--- src/rtl/emergency_dispatch_console_if.sv ---
// rtl/emergency_dispatch_console_if.sv - switch, UART and status bundle of the dispatch console
interface emergency_dispatch_console_if;
    logic [3:0] SW;
    logic       UART_RXD;
    logic       UART_TXD;
    logic [7:0] status_code;
    logic [3:0] status_timer;
    logic       status_valid;
    logic       link_ok;
    logic       cmd_ack;

    modport master (
        input  SW, UART_RXD,
        output UART_TXD, status_code, status_timer, status_valid, link_ok, cmd_ack
    );

    modport slave (
        output SW, UART_RXD,
        input  UART_TXD, status_code, status_timer, status_valid, link_ok, cmd_ack
    );
endinterface

--- src/rtl/emergency_dispatch_console.sv ---
// rtl/emergency_dispatch_console.sv - operator console: sends N/S/E/W/C commands, parses status pairs
module emergency_dispatch_console #(
    parameter int CLKS_PER_BIT  = 434,
    parameter int RESEND_CYCLES = 100_000_000,
    parameter int LINK_TIMEOUT  = 150_000_000
) (
    input  logic                         CLOCK_50,
    input  logic [0:0]                   KEY,
    emergency_dispatch_console_if.master bus
);
    localparam int BIT_W = $clog2(CLKS_PER_BIT);
    localparam int RES_W = $clog2(RESEND_CYCLES);
    localparam int WD_W  = $clog2(LINK_TIMEOUT);

    localparam logic [BIT_W-1:0] BIT_LAST = BIT_W'(CLKS_PER_BIT - 1);
    localparam logic [BIT_W-1:0] BIT_HALF = BIT_W'(CLKS_PER_BIT / 2 - 1);
    localparam logic [RES_W-1:0] RES_LAST = RES_W'(RESEND_CYCLES - 1);
    localparam logic [WD_W-1:0]  WD_LAST  = WD_W'(LINK_TIMEOUT - 1);

    localparam logic [7:0] CODE_N = 8'h4E;
    localparam logic [7:0] CODE_S = 8'h53;
    localparam logic [7:0] CODE_E = 8'h45;
    localparam logic [7:0] CODE_W = 8'h57;
    localparam logic [7:0] CODE_C = 8'h43;

    logic rst_n;
    assign rst_n = KEY[0];

    // Switch synchroniser and fixed-priority command selection
    logic [3:0] sw_meta, sw_sync;
    always_ff @(posedge CLOCK_50 or negedge rst_n) begin
        if (!rst_n) begin
            sw_meta <= '0;
            sw_sync <= '0;
        end else begin
            sw_meta <= bus.SW;
            sw_sync <= sw_meta;
        end
    end

    logic [7:0] sel_code;
    always_comb begin
        sel_code = CODE_C;
        if (sw_sync[3]) sel_code = CODE_W;
        if (sw_sync[2]) sel_code = CODE_E;
        if (sw_sync[1]) sel_code = CODE_S;
        if (sw_sync[0]) sel_code = CODE_N;
    end

    typedef enum logic [1:0] {TX_IDLE, TX_START, TX_DATA, TX_STOP} tx_state_t;
    tx_state_t        tx_state;
    logic [BIT_W-1:0] tx_cnt;
    logic [2:0]       tx_bit;
    logic [7:0]       tx_shift;
    logic [RES_W-1:0] resend_cnt;
    logic [7:0]       cur_code;
    logic             pending;
    logic             txd;

    always_ff @(posedge CLOCK_50 or negedge rst_n) begin
        if (!rst_n) begin
            tx_state   <= TX_IDLE;
            tx_cnt     <= '0;
            tx_bit     <= '0;
            tx_shift   <= '0;
            resend_cnt <= '0;
            cur_code   <= CODE_C;
            pending    <= 1'b1;
            txd        <= 1'b1;
        end else begin
            case (tx_state)
                TX_IDLE: begin
                    if (pending) begin
                        pending    <= 1'b0;
                        tx_shift   <= cur_code;
                        resend_cnt <= '0;
                        tx_cnt     <= '0;
                        txd        <= 1'b0;
                        tx_state   <= TX_START;
                    end else if (resend_cnt == RES_LAST) begin
                        pending <= 1'b1;
                    end else begin
                        resend_cnt <= resend_cnt + 1'b1;
                    end
                end
                TX_START: begin
                    if (tx_cnt == BIT_LAST) begin
                        tx_cnt   <= '0;
                        tx_bit   <= '0;
                        txd      <= tx_shift[0];
                        tx_state <= TX_DATA;
                    end else begin
                        tx_cnt <= tx_cnt + 1'b1;
                    end
                end
                TX_DATA: begin
                    if (tx_cnt == BIT_LAST) begin
                        tx_cnt <= '0;
                        if (tx_bit == 3'd7) begin
                            txd      <= 1'b1;
                            tx_state <= TX_STOP;
                        end else begin
                            tx_shift <= {1'b0, tx_shift[7:1]};
                            txd      <= tx_shift[1];
                            tx_bit   <= tx_bit + 1'b1;
                        end
                    end else begin
                        tx_cnt <= tx_cnt + 1'b1;
                    end
                end
                TX_STOP: begin
                    if (tx_cnt == BIT_LAST) begin
                        tx_cnt   <= '0;
                        tx_state <= TX_IDLE;
                    end else begin
                        tx_cnt <= tx_cnt + 1'b1;
                    end
                end
                default: tx_state <= TX_IDLE;
            endcase
            // A selection change outranks the load-clear so the newest code is never lost
            if (sel_code != cur_code) begin
                cur_code <= sel_code;
                pending  <= 1'b1;
            end
        end
    end

    typedef enum logic [1:0] {RX_IDLE, RX_START, RX_DATA, RX_STOP} rx_state_t;
    rx_state_t        rx_state;
    logic             rxd_meta, rxd_sync;
    logic [BIT_W-1:0] rx_cnt;
    logic [2:0]       rx_bit;
    logic [7:0]       rx_shift;
    logic             rx_done;

    always_ff @(posedge CLOCK_50 or negedge rst_n) begin
        if (!rst_n) begin
            rxd_meta <= 1'b1;
            rxd_sync <= 1'b1;
            rx_state <= RX_IDLE;
            rx_cnt   <= '0;
            rx_bit   <= '0;
            rx_shift <= '0;
            rx_done  <= 1'b0;
        end else begin
            rxd_meta <= bus.UART_RXD;
            rxd_sync <= rxd_meta;
            rx_done  <= 1'b0;
            case (rx_state)
                RX_IDLE: begin
                    if (!rxd_sync) begin
                        rx_cnt   <= '0;
                        rx_state <= RX_START;
                    end
                end
                RX_START: begin
                    // Re-check at mid start bit to reject glitches
                    if (rx_cnt == BIT_HALF) begin
                        rx_cnt   <= '0;
                        rx_bit   <= '0;
                        rx_state <= rxd_sync ? RX_IDLE : RX_DATA;
                    end else begin
                        rx_cnt <= rx_cnt + 1'b1;
                    end
                end
                RX_DATA: begin
                    if (rx_cnt == BIT_LAST) begin
                        rx_cnt   <= '0;
                        rx_shift <= {rxd_sync, rx_shift[7:1]};
                        if (rx_bit == 3'd7) rx_state <= RX_STOP;
                        else                rx_bit   <= rx_bit + 1'b1;
                    end else begin
                        rx_cnt <= rx_cnt + 1'b1;
                    end
                end
                RX_STOP: begin
                    if (rx_cnt == BIT_LAST) begin
                        rx_cnt   <= '0;
                        rx_done  <= rxd_sync;
                        rx_state <= RX_IDLE;
                    end else begin
                        rx_cnt <= rx_cnt + 1'b1;
                    end
                end
                default: rx_state <= RX_IDLE;
            endcase
        end
    end

    logic rx_is_code, rx_is_digit;
    assign rx_is_code  = (rx_shift == CODE_C) || (rx_shift == CODE_N) || (rx_shift == CODE_S) ||
                         (rx_shift == CODE_E) || (rx_shift == CODE_W);
    assign rx_is_digit = (rx_shift >= 8'h30) && (rx_shift <= 8'h39);

    typedef enum logic {P_WAIT_CODE, P_WAIT_DIGIT} p_state_t;
    p_state_t        p_state;
    logic [7:0]      code_latch;
    logic [WD_W-1:0] wd_cnt;
    logic [7:0]      status_code;
    logic [3:0]      status_timer;
    logic            status_valid;
    logic            link_ok;
    logic            commit;

    assign commit = rx_done && (p_state == P_WAIT_DIGIT) && rx_is_digit;

    always_ff @(posedge CLOCK_50 or negedge rst_n) begin
        if (!rst_n) begin
            p_state      <= P_WAIT_CODE;
            code_latch   <= CODE_C;
            status_code  <= CODE_C;
            status_timer <= '0;
            status_valid <= 1'b0;
            link_ok      <= 1'b0;
            wd_cnt       <= '0;
        end else begin
            status_valid <= 1'b0;
            if (rx_done) begin
                case (p_state)
                    P_WAIT_CODE: begin
                        if (rx_is_code) begin
                            code_latch <= rx_shift;
                            p_state    <= P_WAIT_DIGIT;
                        end
                    end
                    P_WAIT_DIGIT: begin
                        if (rx_is_digit) begin
                            status_code  <= code_latch;
                            status_timer <= rx_shift[3:0];
                            status_valid <= 1'b1;
                            p_state      <= P_WAIT_CODE;
                        end else if (rx_is_code) begin
                            code_latch <= rx_shift;
                        end else begin
                            p_state <= P_WAIT_CODE;
                        end
                    end
                    default: p_state <= P_WAIT_CODE;
                endcase
            end
            // A commit landing on the timeout cycle keeps the link up
            if (commit) begin
                wd_cnt  <= '0;
                link_ok <= 1'b1;
            end else if (wd_cnt == WD_LAST) begin
                link_ok <= 1'b0;
            end else begin
                wd_cnt <= wd_cnt + 1'b1;
            end
        end
    end

    assign bus.UART_TXD     = txd;
    assign bus.status_code  = status_code;
    assign bus.status_timer = status_timer;
    assign bus.status_valid = status_valid;
    assign bus.link_ok      = link_ok;
    assign bus.cmd_ack      = link_ok && (status_code == cur_code);
endmodule

--- src/flat_wrapper.sv ---
// flat-port wrapper written by rule: the top's interface ports become plain ports
module emergency_dispatch_console_flat 
#(
    parameter int CLKS_PER_BIT  = 434,
    parameter int RESEND_CYCLES = 100_000_000,
    parameter int LINK_TIMEOUT  = 150_000_000
)
  (CLOCK_50, KEY, bus_SW, bus_UART_RXD, bus_UART_TXD, bus_status_code, bus_status_timer, bus_status_valid, bus_link_ok, bus_cmd_ack);
  emergency_dispatch_console_if bus_i ();
  input  logic CLOCK_50;
  input  logic [0:0] KEY;
  input wire logic [$bits(bus_i.SW)-1:0] bus_SW;
  input wire logic [$bits(bus_i.UART_RXD)-1:0] bus_UART_RXD;
  output wire logic [$bits(bus_i.UART_TXD)-1:0] bus_UART_TXD;
  output wire logic [$bits(bus_i.status_code)-1:0] bus_status_code;
  output wire logic [$bits(bus_i.status_timer)-1:0] bus_status_timer;
  output wire logic [$bits(bus_i.status_valid)-1:0] bus_status_valid;
  output wire logic [$bits(bus_i.link_ok)-1:0] bus_link_ok;
  output wire logic [$bits(bus_i.cmd_ack)-1:0] bus_cmd_ack;
  assign bus_i.SW = bus_SW;
  assign bus_i.UART_RXD = bus_UART_RXD;
  assign bus_UART_TXD = bus_i.UART_TXD;
  assign bus_status_code = bus_i.status_code;
  assign bus_status_timer = bus_i.status_timer;
  assign bus_status_valid = bus_i.status_valid;
  assign bus_link_ok = bus_i.link_ok;
  assign bus_cmd_ack = bus_i.cmd_ack;
  emergency_dispatch_console #(.CLKS_PER_BIT(CLKS_PER_BIT), .RESEND_CYCLES(RESEND_CYCLES), .LINK_TIMEOUT(LINK_TIMEOUT)) u_core (.CLOCK_50(CLOCK_50), .KEY(KEY), .bus(bus_i));
endmodule
--- config.mk ---
export PLATFORM = sky130hd
export DESIGN_NAME = emergency_dispatch_console_flat
export DESIGN_NICKNAME = d
export VERILOG_FILES = /design/src/rtl/emergency_dispatch_console_if.sv /design/src/rtl/emergency_dispatch_console.sv /design/src/flat_wrapper.sv
export SDC_FILE = /design/constraint.sdc
export NUM_CORES = 1
export LEC_CHECK = 0
export ABC_AREA = 1
export CAP_MARGIN = 20
export CORE_UTILIZATION = 65
export CTS_CLUSTER_SIZE = 20
export DETAILED_ROUTE_END_ITERATION = 6
export PLACE_DENSITY = 0.84
export SYNTH_ARGS = -nofsm -noshare
export SYNTH_HDL_FRONTEND = slang
export SYNTH_SLANG_ARGS = --single-unit
--- constraint.sdc ---
create_clock -name CLOCK_50 -period 3.8 [get_ports CLOCK_50]
set_clock_uncertainty 0.15 [all_clocks]
set_input_delay 1.14 -clock CLOCK_50 [delete_from_list [all_inputs] [get_ports CLOCK_50]]
set_output_delay 1.14 -clock CLOCK_50 [all_outputs]
set_load 0.005 [all_outputs]
# ---- Word level (Yosys, flattened, before mapping)
# Index checks and enable logic that the tools add are counted.
dict set report classes {
  magnitude_cmp 2
  eq_ne 35
  n_shift 0
  bitwise 1
  n_addsub 6
  n_div 0
  mux 62
  n_mul 0
  reduce_logical 28
}
# op count
set op_table {}
lappend op_table {{$mux W28} 2}
lappend op_table {{$mux W27} 2}
lappend op_table {{$mux W9} 5}
lappend op_table {{$eq A8 B7 Y1 const B} 5}
lappend op_table {{$mux W8} 5}
lappend op_table {{$pmux W8 S2} 2}
lappend op_table {{$add A28 B1 Y28 const B} 1}
lappend op_table {{$eq A28 B28 Y1 const B} 1}
lappend op_table {{$add A27 B1 Y27 const B} 1}
lappend op_table {{$eq A27 B27 Y1 const B} 1}
lappend op_table {{$pmux W9 S3} 1}
lappend op_table {{$mux W2} 11}
lappend op_table {{$ne A2 B1 Y1 const B} 11}
lappend op_table {{$mux W5} 4}
lappend op_table {{$add A9 B1 Y9 const B} 2}
lappend op_table {{$eq A9 B9 Y1 const B} 2}
lappend op_table {{$mux W3} 6}
lappend op_table {{$pmux W9 S2} 1}
lappend op_table {{$mux W1} 17}
lappend op_table {{$pmux W2 S4} 2}
lappend op_table {{$reduce_and A4 Y1} 4}
lappend op_table {{$pmux W3 S2} 2}
lappend op_table {{$reduce_and A5 Y1} 2}
lappend op_table {{$reduce_bool A2 Y1} 5}
lappend op_table {{21 further kinds} 39}
dict set report word_totals {
  input_bits 7
  mem_bits_ro 0
  word_cells 158
  n_memories 0
  ram_bits 0
  out_inout_bits 16
  reg_bits 143
  latch_bits 0
}

# ---- Depth between registers and ports, before layout
# Gate-level depths: netlist (run 1).
dict set report depth {
  depth_word 8
  depth_mapped 11
  depth_no_buf 11
}

# ---- Worst setup path before layout (run 1)
# OpenSTA, ideal clock, no wires.
dict set report synth_path {
  path_kind {register to output}
  from {register u_core.status_code[1], in the netlist u_core.bus.status_code[1]}
  to {output port bus_cmd_ack}
  path_buffers 0
  setup_slack_ps 1501
  required_ps 2510
  arrival_time_ps 1009
  path_stages_with_launch 5
  path_cell_list {dfstp_2 > nor2_1 > a211oi_1 > nand2_1 > nor3_1}
}
dict set report synth_via {
  elab_chain_cells 2
}
# element line_no
set synth_lines {}
lappend synth_lines {{from (decl)} emergency_dispatch_console.sv:200} ;# logic [7:0] status_code;
lappend synth_lines {{from (signal assigned)} emergency_dispatch_console.sv:229} ;# status_code <= code_latch;
lappend synth_lines {{$eq A8 B8 Y1} emergency_dispatch_console.sv:259} ;# assign bus.cmd_ack = link_ok && (status_code == cur_code);
lappend synth_lines {{$logic_and A1 B1 Y1} emergency_dispatch_console.sv:259}
lappend synth_lines {{to (decl)} flat_wrapper.sv:19} ;# output wire logic [$bits(bus_i.cmd_ack)-1:0] bus_cmd_ack;
# No other way between the ends.

# ---- Final worst setup path (run 1)
dict set report layout_path {
  from {register u_core.status_code[6], in the netlist u_core.bus.status_code[6]}
  to {output port bus_cmd_ack}
}
# Same word-level chain as after synthesis.

==> summary.md, run 1 <==
| Metric | Value |
|---|---|
| XOR/XNOR share of the synthesized area | about 2.8% |
| Final slew viol count | 0 |
| Chip height | around 110 um |
| Critical Path Sink Type | output port |
| Worst r2r path cells | 10 |
| Most Frequent Cell on Critical Path | nand2_1 |
| Max Cap Viol | 0 |
| Post-synthesis net count | 1019 |
| Met3 Use GR | 5.86% |
| Min Tclk post-route | 3.34 ns |
| Adder-cell share of the synthesized area | 2.69% |
| Fillers | 769 |
| Largest net degree at the start of global routing | 67 |
| Met2 Usage GRT | about 46% |
| First-pass GRT wire length | 26100 um |
| Static leakage | 4.00 nW |
| PD cells | 383 nW/um2 |
| Met1 GRT Util | 37.7% |
| Site Rows | 38 |
| Core Region | 11000 um2 |
| Slowest Stage Delay on Critical Path | 0.54 ns |
| Worst reg2reg startpoint | u_core.tx_state[0] |
| FF-to-FF setup slack | 1.29 ns |
| Required time worst endpoint | between 2 and 3 ns |
| CP Class | reg2out |
| GRT Resource Usage Total | about 28% |
| R2r endpoint | u_core.tx_shift[2] |
| Hold Path Depth | 0 |
| Synth warn | 0 |
| HP Start | u_core.sw_meta[3] |
| TritonCTS clock tree | yes |
| CP max-delay cell | dfstp_2 |
| Unrepaired setup endpoints after global routing | no |
| CP Launch Type | flop |
| Syn-to-layout area delta | 12.4% |
| Clock Sinks | about 140 |
| Power consumption | 0.00321 W |
| Relative slew margins | 46.4% |
| Initial DRT Pass Iterations | 5 |
| Cts repair resizes | 0 |
| Fin cells | 1175 |
| DRT iter0 DRCs | 506 |
| FF/Latch Area | between 3000 and 4000 um2 |
| Die area | 11900 um2 |
| Number of diodes | 0 |
| Max Buffers Root-to-Sink | 2 |
| IO Pins | 23 |
| DRC Markers | 0 |
| CTS Buf Count | 17 |
| Register bit total from synthesis | 139 |
| Synth Area in Simple Gates | about a third |
| Worst path arrival time | 2.05 ns |
| Setup Fix Bufs, Post-CTS | 0 |
| Dpl hpwl | between 10000 and 15000 um |
| Final ANT Viol Nets | 0 |
| Via count | 6400 |
| H-tree depth | 4 |
| Post-placement cell count | 1143 |
| Tcrit/Tclk final | 87.8% |
| Number of distinct library cells after synthesis | 39 |
| Commonest cells after routing, fill and taps aside | 328 x nand2_1, 127 x dfrtp_1, 119 x inv_1 |
| Via-to-Cell Ratio | roughly 5.4 |
| Crit path max-delay family | simple AND/OR/NAND/NOR gates |
| Clock tree root buffer cell | clkbuf_16 |
| Hold Buf Count CTS | 0 |
| Clk slew on worst S/H paths | around 0.070 ns |
| Routability congestion estimate | 0.926 |
| Fin util | 76.2% |
| Post-Syn Area | about 7400 um2 |
| Skew-Pair Late Insertion Delay | approximately 0.43 ns |
| Vias in the first global route | 5855 |
| Area of the multi-input gates | about 3400 um2 |
| Cells after Synth | around 1000 |
| VDD IR max | 0.468 mV |
| Commonest non-fill, non-tap cell in the layout | nand2_1 |
| Overall routed net length | 15600 um |
| FMAX | 0.300 GHz |
| Slew @ Worst Pin | 0.803 ns |
| Crit-path cells | nand2_1 > nor4_1 > nand2_1 > nor3_1 > clkdlybuf4s50_1 |
| Port bufs | 22 |
| Die span in x | 109 um |
| Worst min path class | reg2reg |
| Final Hold Viols | 0 |
| Initial antenna violation count | 0 |
| Synth Area per Inst | 7.48 um2 |
| Grt peak-use layer | met2 |
| Wirelength per Cell | 13.3 um |
| Final Setup Violations | 0 |
| Max FO, Critical Path | 3 |
| Largest family of logic cells by synthesized area | simple AND/OR/NAND/NOR gates |
| Share of cells above drive strength 1 | 6.28% |
| Proportion of synthesized area in mux cells | 0% |
| Fin nets | 1045 |
| Sequential-to-total area share from yosys stat | 46.9% |
| Total grt overflow | 0 |
| Post-route setup TNS | 0 ns |
| Buf+Inv Stages, Crit Path | 1 |
| Complex-gate fraction of the synthesized area | 7.54% |
| Outcome | completed |
| Initial cell density of the core | 67.8% |
| Hold Path Sink | u_core.sw_sync[3] |
## stage by stage
stage | hold WS (ns) | instance area [um2] | worst slack [ns]
floorplan | 0.181 | 7450 | 1.50
global placement | 0.182 | 7770 | 0.911
detailed placement | 0.186 | 7770 | 0.879
CTS | 0.200 | 8370 | 0.417
global route | 0.202 | 8370 | 0.284
finish | 0.199 | 8370 | 0.465
## power breakdown
part	leakage, nW	switching (W)	internal, W
Clock	0.287	0.000659	0.00100
Combinational	1.91	0.0000388	0.0000135
Sequential	1.80	0.00000428	0.00149
## registers in the layout (all words and copies together), names as in the netlist, named ones only
| register | count |
|---|---|
| u_core.tx_state | 2 |
| u_core.rx_done | 1 |
| u_core.bus.status_timer | 4 |
| u_core.tx_bit | 3 |
| u_core.rx_shift | 8 |
| u_core.rx_cnt | 9 |
| u_core.wd_cnt | 28 |
| u_core.bus.status_code | 8 |
| u_core.cur_code | 5 |
| u_core.sw_sync | 4 |
| u_core.rxd_meta | 1 |
| u_core.code_latch | 8 |
| u_core.tx_cnt | 9 |
| u_core.resend_cnt | 27 |
| u_core.rx_state | 1 |
| u_core.sw_meta | 4 |
| u_core.rx_bit | 3 |
| u_core.p_state | 1 |
| u_core.bus.link_ok | 1 |
| u_core.tx_shift | 7 |
| u_core.pending | 1 |
| u_core.bus.status_valid | 1 |
| u_core.rxd_sync | 1 |
| u_core.bus.UART_TXD | 1 |
## Yosys cell counts (all sizes together)
cell type	n	area share, %
nor2	122	6.7
nand4	29	2.4
nor3	20	1.5
ha	16	2.7
dfrtp	127	43
a21oi	16	1.1
xnor2	3	0.35
a211oi	1	0.10
o21a	1	0.10
or2	1	0.084
o21bai	4	0.40
o21ai	66	4.5
dfstp	12	4.2
inv	123	6.2
nand2	331	17
xor2	21	2.5
o31ai	4	0.40
nor4	2	0.17
clkbuf	6	0.44
nand3	66	4.5
nand3b	1	0.10
buf	12	1.0
o22ai	8	0.67
a21boi	1	0.10
a31oi	1	0.084
a22o	1	0.12
and3	1	0.084
## final cells by class
cell class / count / share of cell area [%]
Tap cell: 140 / 2.09
Multi-Input combinational cell: 716 / 40.4
Clock buffer: 19 / 5.29
Inverter: 123 / 5.55
Timing Repair Buffer: 25 / 3.07
Clock inverter: 13 / 1.87
Sequential cell: 139 / 41.8
## cell families after synthesis
group,after synthesis
and+or+nand+nor,573
adders and majority gates,16
AOI/OAI and AO/OA,103
buffers and inverters,141
DFF,139
xor gates and xnor gates,24
## worst max path at each step
| stage | start | to | slack [ns] | cells after the start |
|---|---|---|---|---|
| 2_1_floorplan | u_core.bus.status_code[1] | bus_cmd_ack | 1.50 | 4 |
| 3_3_place_gp | u_core.bus.status_code[6] | bus_cmd_ack | 0.91 | 5 |
| 3_5_place_dp | u_core.bus.status_code[6] | bus_cmd_ack | 0.88 | 5 |
| 4_1_cts | u_core.bus.status_code[6] | bus_cmd_ack | 0.42 | 5 |
| 5_1_grt | u_core.bus.status_code[6] | bus_cmd_ack | 0.28 | 5 |
| 6_report | u_core.bus.status_code[6] | bus_cmd_ack | 0.46 | 5 |
## metal layers
| layer | vias to the layer above | part of all wire [%] |
|---|---|---|
| met5 | - | 0 |
| met1 | 3003 | 47 |
| met2 | 136 | 47 |
| li1 | 3228 | - |
| met4 | 0 | 1.9 |
| met3 | 33 | 4.0 |
No activity file was read; power rests on OpenSTA's default activity.
==> run 2: changes to the inputs <==
Clock period 3.8 ns to 4.2 ns, I/O delays scaled along.
==> run 2 against run 1 <==
  * Sequential share of layout area grew 0.11 points
  * Routed wire length grew 0.17%
  * Clock power shrank 11%
  * Clock-buffer cell count shrank 1
  * Global-route usage grew 0.36 points
  * Die area is the same
  * Critical path depth is the same
  * Hold slack gained 0.0035 ns
  * Total power shrank 10%
  * Critical path type unchanged
  * Critical endpoint unchanged
  * Largest power group unchanged
==> summary.md, run 2 (synthesis results as in run 1) <==
| Metric | Value |
|---|---|
| Largest register FFs | 28 |
| Final Setup Violations | 0 |
| Max FO, Critical Path | 3 |
| Final Hold Viols | 0 |
| FMAX | 0.288 GHz |
| Share of cells above drive strength 1 | between 6 and 7% |
| Worst hold slack | 0.202 ns |
| PD cells | around 350 nW/um2 |
| Clock tree root buffer cell | clkbuf_16 |
| Hold Buf Count CTS | 0 |
| VDD IR max | 0.356 mV |
| Dpl cell area | 7760 um2 |
| Crit path max-delay family | simple AND/OR/NAND/NOR gates |
| Required time worst endpoint | 2.79 ns |
| Outcome | completed |
| CP Launch Type | flop |
| Area of the multi-input gates | 3380 um2 |
| FF-to-FF setup slack | 1.83 ns |
| Final Cell Area | 8350 um2 |
| Core Region | 11000 um2 |
| Initial cell density of the core | 67.8% |
| Clock Sinks | 139 |
| Buf+Inv Stages, Crit Path | 1 |
| TritonCTS clock tree | yes |
| Static leakage | roughly 4 nW |
| Relative slew margins | 46.7% |
| Via-to-Cell Ratio | approximately 5.5 |
| Number of diodes | 0 |
| Unrepaired setup endpoints after global routing | no |
| IO Pins | 23 |
| Initial DRT Pass Iterations | 5 |
| Max Buffers Root-to-Sink | 2 |
| Worst path arrival time | 2.06 ns |
| Reg with most FFs | u_core.wd_cnt |
| H-tree depth | 4 |
| Post-route setup TNS | 0 ns |
| Fin nets | 1044 |
| Tcrit/Tclk final | 82.5% |
| Most Frequent Cell on Critical Path | nand2_1 |
| CTS Buf Count | 17 |
| Site Rows | 38 |
| Max Cap Viol | 0 |
| Routability congestion estimate | 0.936 |
| Die area | 11900 um2 |
| Via count | 6409 |
| DRT iter0 DRCs | 511 |
| Syn-to-layout area delta | 12.1% |
| Clk slew on worst S/H paths | approximately 0.07 ns |
| Setup Fix Bufs, Post-CTS | 0 |
| Total grt overflow | 0 |
| GRT Resource Usage Total | 28.8% |
| CP max-delay cell | dfstp_2 |
| Top Registers | u_core.wd_cnt x28, u_core.resend_cnt x27 |
| CP Class | reg2out |
| Cts repair resizes | 0 |
| Final slew viol count | 0 |
| Slowest Stage Delay on Critical Path | 0.54 ns |
| FF/Latch Area | 3490 um2 |
| Min Tclk post-route | ~3.5 ns |
| Skew-Pair Late Insertion Delay | around 0.43 ns |
| Crit-path cells | nand2_1 > nor4_1 > nand2_1 > nor3_1 > clkdlybuf4s50_1 |
| Slack of the critical path | 0.733 ns |
| Pre-CTS setup slack | 1.18 ns |
| Vias in the first global route | between 5000 and 6000 |
| Overall routed net length | 15600 um |
| Commonest non-fill, non-tap cell in the layout | nand2_1 |
| First-pass GRT wire length | about 26000 um |
| Die span in x | 109 um |
| Wirelength per Cell | between 10 and 15 um |
| Port bufs | 22 |
| Chip height | between 100 and 150 um |
| Critical Path Sink Type | output port |
| Largest net degree at the start of global routing | 88 |
| Commonest cells after routing, fill and taps aside | 328 x nand2_1, 127 x dfrtp_1, 119 x inv_1 |
| Initial antenna violation count | 0 |
| Final ANT Viol Nets | 0 |
| Dpl hpwl | 10700 um |
| Fillers | 798 |
| Worst min path class | reg2reg |
| DRC Markers | 0 |
| Slew @ Worst Pin | 0.798 ns |
run 2: worst paths after layout:
| kind | end | from | cells past startpoint |
|---|---|---|---|
| max | bus_cmd_ack | u_core.bus.status_code[6] | 5 |
| min | u_core.sw_sync[1] | u_core.sw_meta[1] | 0 |
| max reg2reg | u_core.tx_shift[0] | u_core.tx_state[0] | 10 |
| min reg2reg | u_core.sw_sync[1] | u_core.sw_meta[1] | 0 |
| max in group asynchronous | u_core.bus.UART_TXD | KEY | 2 |
| min in group asynchronous | u_core.wd_cnt[12] | KEY | 1 |
run 2: area by class of cell:
class	count	area share, %
multi-input combinational	716	40.5
clock inverter	14	1.75
clock buffer	18	5.26
sequential	139	41.9
inverter	123	5.56
timing repair buffer	24	2.98
tap	140	2.10
run 2: where the power goes:
group | internal, W | total (W) | switching (W)
logic | 0.0000116 | 0.0000459 | 0.0000343
registers | 0.00135 | 0.00135 | 0.00000397
clock network | 0.000852 | 0.00148 | 0.000632
run 2: through the flow:
stage	std cells	total power, W	util [%]
6_report	1174	0.00288	76.0
5_1_grt	1174	0.00297	76.0
4_1_cts	1174	0.00290	76.0
3_5_place_dp	1142	0.00142	70.7
3_3_place_gp	1142	0.00142	70.7
2_1_floorplan	996	0.00139	-
run 2: metal layers:
| layer | share of wire, % | vias to the layer above | global-route usage [%] |
|---|---|---|---|
| li1 | - | 3228 | - |
| met2 | 47 | 160 | 46.6 |
| met4 | 1.9 | 0 | 9.75 |
| met1 | 47 | 2987 | 38.1 |
| met3 | 4.6 | 34 | 6.75 |
| met5 | 0 | - | 0 |
==> run 3: changes to the inputs <==
Settings changed: CORE_UTILIZATION 65 to 62, PLACE_DENSITY 0.84 to 0.8.
Clock period 4.2 ns to 3.5 ns, I/O delays scaled along.
==> run 3 against run 2 <==
  * Critical endpoint unchanged
  * Sequential share of layout area decreased by 0.32 points
  * First-iteration DRC count increased by 22%
  * Largest cell class unchanged
  * Non-clock buffer count increased by 3
  * Clock-buffer cell count decreased by 1
  * Routed wire length increased by 2.8%
  * Via count decreased by 0.78%
  * Flip-flop and latch count unchanged
  * Largest power group unchanged
  * Register-to-register slack got worse by 0.78 ns
  * The flow now finishes with violations (DRC)
  * Clock power increased by 25%
==> summary.md, run 3 (synthesis results as in run 1) <==
| Metric | Value |
|---|---|
| H-tree depth | 4 |
| Slowest Stage Delay on Critical Path | 0.54 ns |
| Worst hold slack | between 0.2 and 0.25 ns |
| Final Hold Viols | 0 |
| FMAX | just over 0.3 GHz |
| Worst min path class | reg2reg |
| TritonCTS clock tree | yes |
| Top Registers | u_core.wd_cnt x28, u_core.resend_cnt x27 |
| Vias in the first global route | 6168 |
| Tcrit/Tclk final | 93.5% |
| Number of diodes | 0 |
| Port bufs | 22 |
| Overall routed net length | 16100 um |
| First-pass GRT wire length | between 20000 and 30000 um |
| Met1 GRT Util | about two fifths |
| Min Tclk post-route | around 3.3 ns |
| Wirelength per Cell | 13.6 um |
| Die span in x | 112 um |
| Reg with most FFs | u_core.wd_cnt |
| Most Frequent Cell on Critical Path | nand2_1 |
| DRT iter0 DRCs | 624 |
| Chip height | 112 um |
| CP Launch Type | flop |
| Final slew viol count | 0 |
| Clk slew on worst S/H paths | 0.07 ns |
| Initial antenna violation count | 0 |
| Skew-Pair Late Insertion Delay | 0.43 ns |
| Post-route setup TNS | 0 ns |
| Clock tree root buffer cell | clkbuf_16 |
| DRC Markers | 2 |
| Via-to-Cell Ratio | 5.39 |
| Hold Buf Count CTS | 0 |
| Core Region | 11600 um2 |
| IO Pins | 23 |
| Routability congestion estimate | 0.886 |
| Slew @ Worst Pin | 0.745 ns |
| Total grt overflow | 0 |
| Violated checks | DRC |
| CP Class | reg2out |
| Via count | 6359 |
| PD cells | approximately 420 nW/um2 |
| CTS Buf Count | 17 |
| Initial cell density of the core | between 60% and 70% |
| Fillers | 893 |
| Setup Fix Bufs, Post-CTS | 0 |
| Outcome | finished with violations |
| Relative slew margins | 50.3% |
| Met2 Usage GRT | 46.1% |
| Unrepaired setup endpoints after global routing | no |
| Max Cap Viol | 0 |
| Commonest non-fill, non-tap cell in the layout | nand2_1 |
| Static leakage | 4.02 nW |
| Final ANT Viol Nets | 0 |
| Largest register FFs | 28 |
| Grt peak-use layer | met2 |
| Site Rows | 39 |
| VDD IR max | 0.379 mV |
| Largest net degree at the start of global routing | 79 |
| CP max-delay cell | dfstp_2 |
| Final Setup Violations | 0 |
| Final Cell Area | 8410 um2 |
| GRT Resource Usage Total | 28.3% |
| Cts repair resizes | 0 |
| Met3 Use GR | 5.50% |
| Die area | 12500 um2 |
| Dpl cell area | just under 8000 um2 |
| Required time worst endpoint | approximately 2.3 ns |
| Critical Path Sink Type | output port |
| Commonest cells after routing, fill and taps aside | 328 x nand2_1, 127 x dfrtp_1, 119 x inv_1 |
| Syn-to-layout area delta | 12.9% |
| Clock Sinks | between 100 and 150 |
| Max Buffers Root-to-Sink | 2 |
| Power consumption | ~0.0035 W |
| Fin util | 72.7% |
| Dpl hpwl | 10900 um |
| Max FO, Critical Path | 3 |
| Crit-path cells | nand2_1 > nor4_1 > nand2_1 > nor3_1 > clkdlybuf4s50_1 |
| Share of cells above drive strength 1 | 6.56% |
| Initial DRT Pass Iterations | 7 |
| Fin nets | 1047 |
| Worst path arrival time | 2.07 ns |
run 3: path summary, 6_finish.rpt:
| kind | from | to | slack (ns) | depth (start not counted) |
|---|---|---|---|---|
| max | u_core.bus.status_code[6] | bus_cmd_ack | 0.23 | 5 |
| min | u_core.sw_meta[2] | u_core.sw_sync[2] | 0.20 | 0 |
| max reg2reg | u_core.tx_state[0] | u_core.tx_shift[1] | 1.05 | 10 |
| min reg2reg | u_core.sw_meta[2] | u_core.sw_sync[2] | 0.20 | 0 |
| max in group asynchronous | KEY | u_core.bus.UART_TXD | 2.11 | 2 |
| min in group asynchronous | KEY | u_core.wd_cnt[2] | 0.35 | 1 |
run 3: layout make-up:
cell class                 instances  area [um2]  share of cell area (%)
clock buffer                      17         425                    5.06
tap                              143         179                    2.13
timing repair buffer              27         272                    3.23
sequential                       139        3490                    41.5
clock inverter                    15         198                    2.35
multi-input combinational        716        3380                    40.2
inverter                         123         464                    5.52
run 3: stage by stage:
step | instances | setup WS [ns]
final | 1180 | 0.227
after global routing | 1180 | 0.120
after CTS | 1180 | 0.218
after detailed placement | 1148 | 0.661
after global placement | 1148 | 0.687
after floorplan | 996 | 1.29
run 3: metal layers:
metal | up-vias | wire (um)
met5 | - | 0
met4 | 0 | 215
met3 | 15 | 621
met2 | 131 | 7610
met1 | 2990 | 7630
li1 | 3223 | -
run 3: critical path, delay by kind of cell, from the launching register on:
kind                   cells  cell delay, ns
and+or+nand+nor            4            0.56
buffers and inverters      1            0.54
DFF                        1            0.54
run 3: report_power, final:
| group | total, W | internal [W] | switching [W] | leakage [nW] |
|---|---|---|---|---|
| logic | 0.0000570 | 0.0000147 | 0.0000423 | 1.92 |
| registers | 0.00162 | 0.00162 | 0.00000452 | 1.80 |
| clock network | 0.00185 | 0.00103 | 0.000818 | 0.303 |
| total | 0.00353 | 0.00267 | 0.000865 | 4.02 |
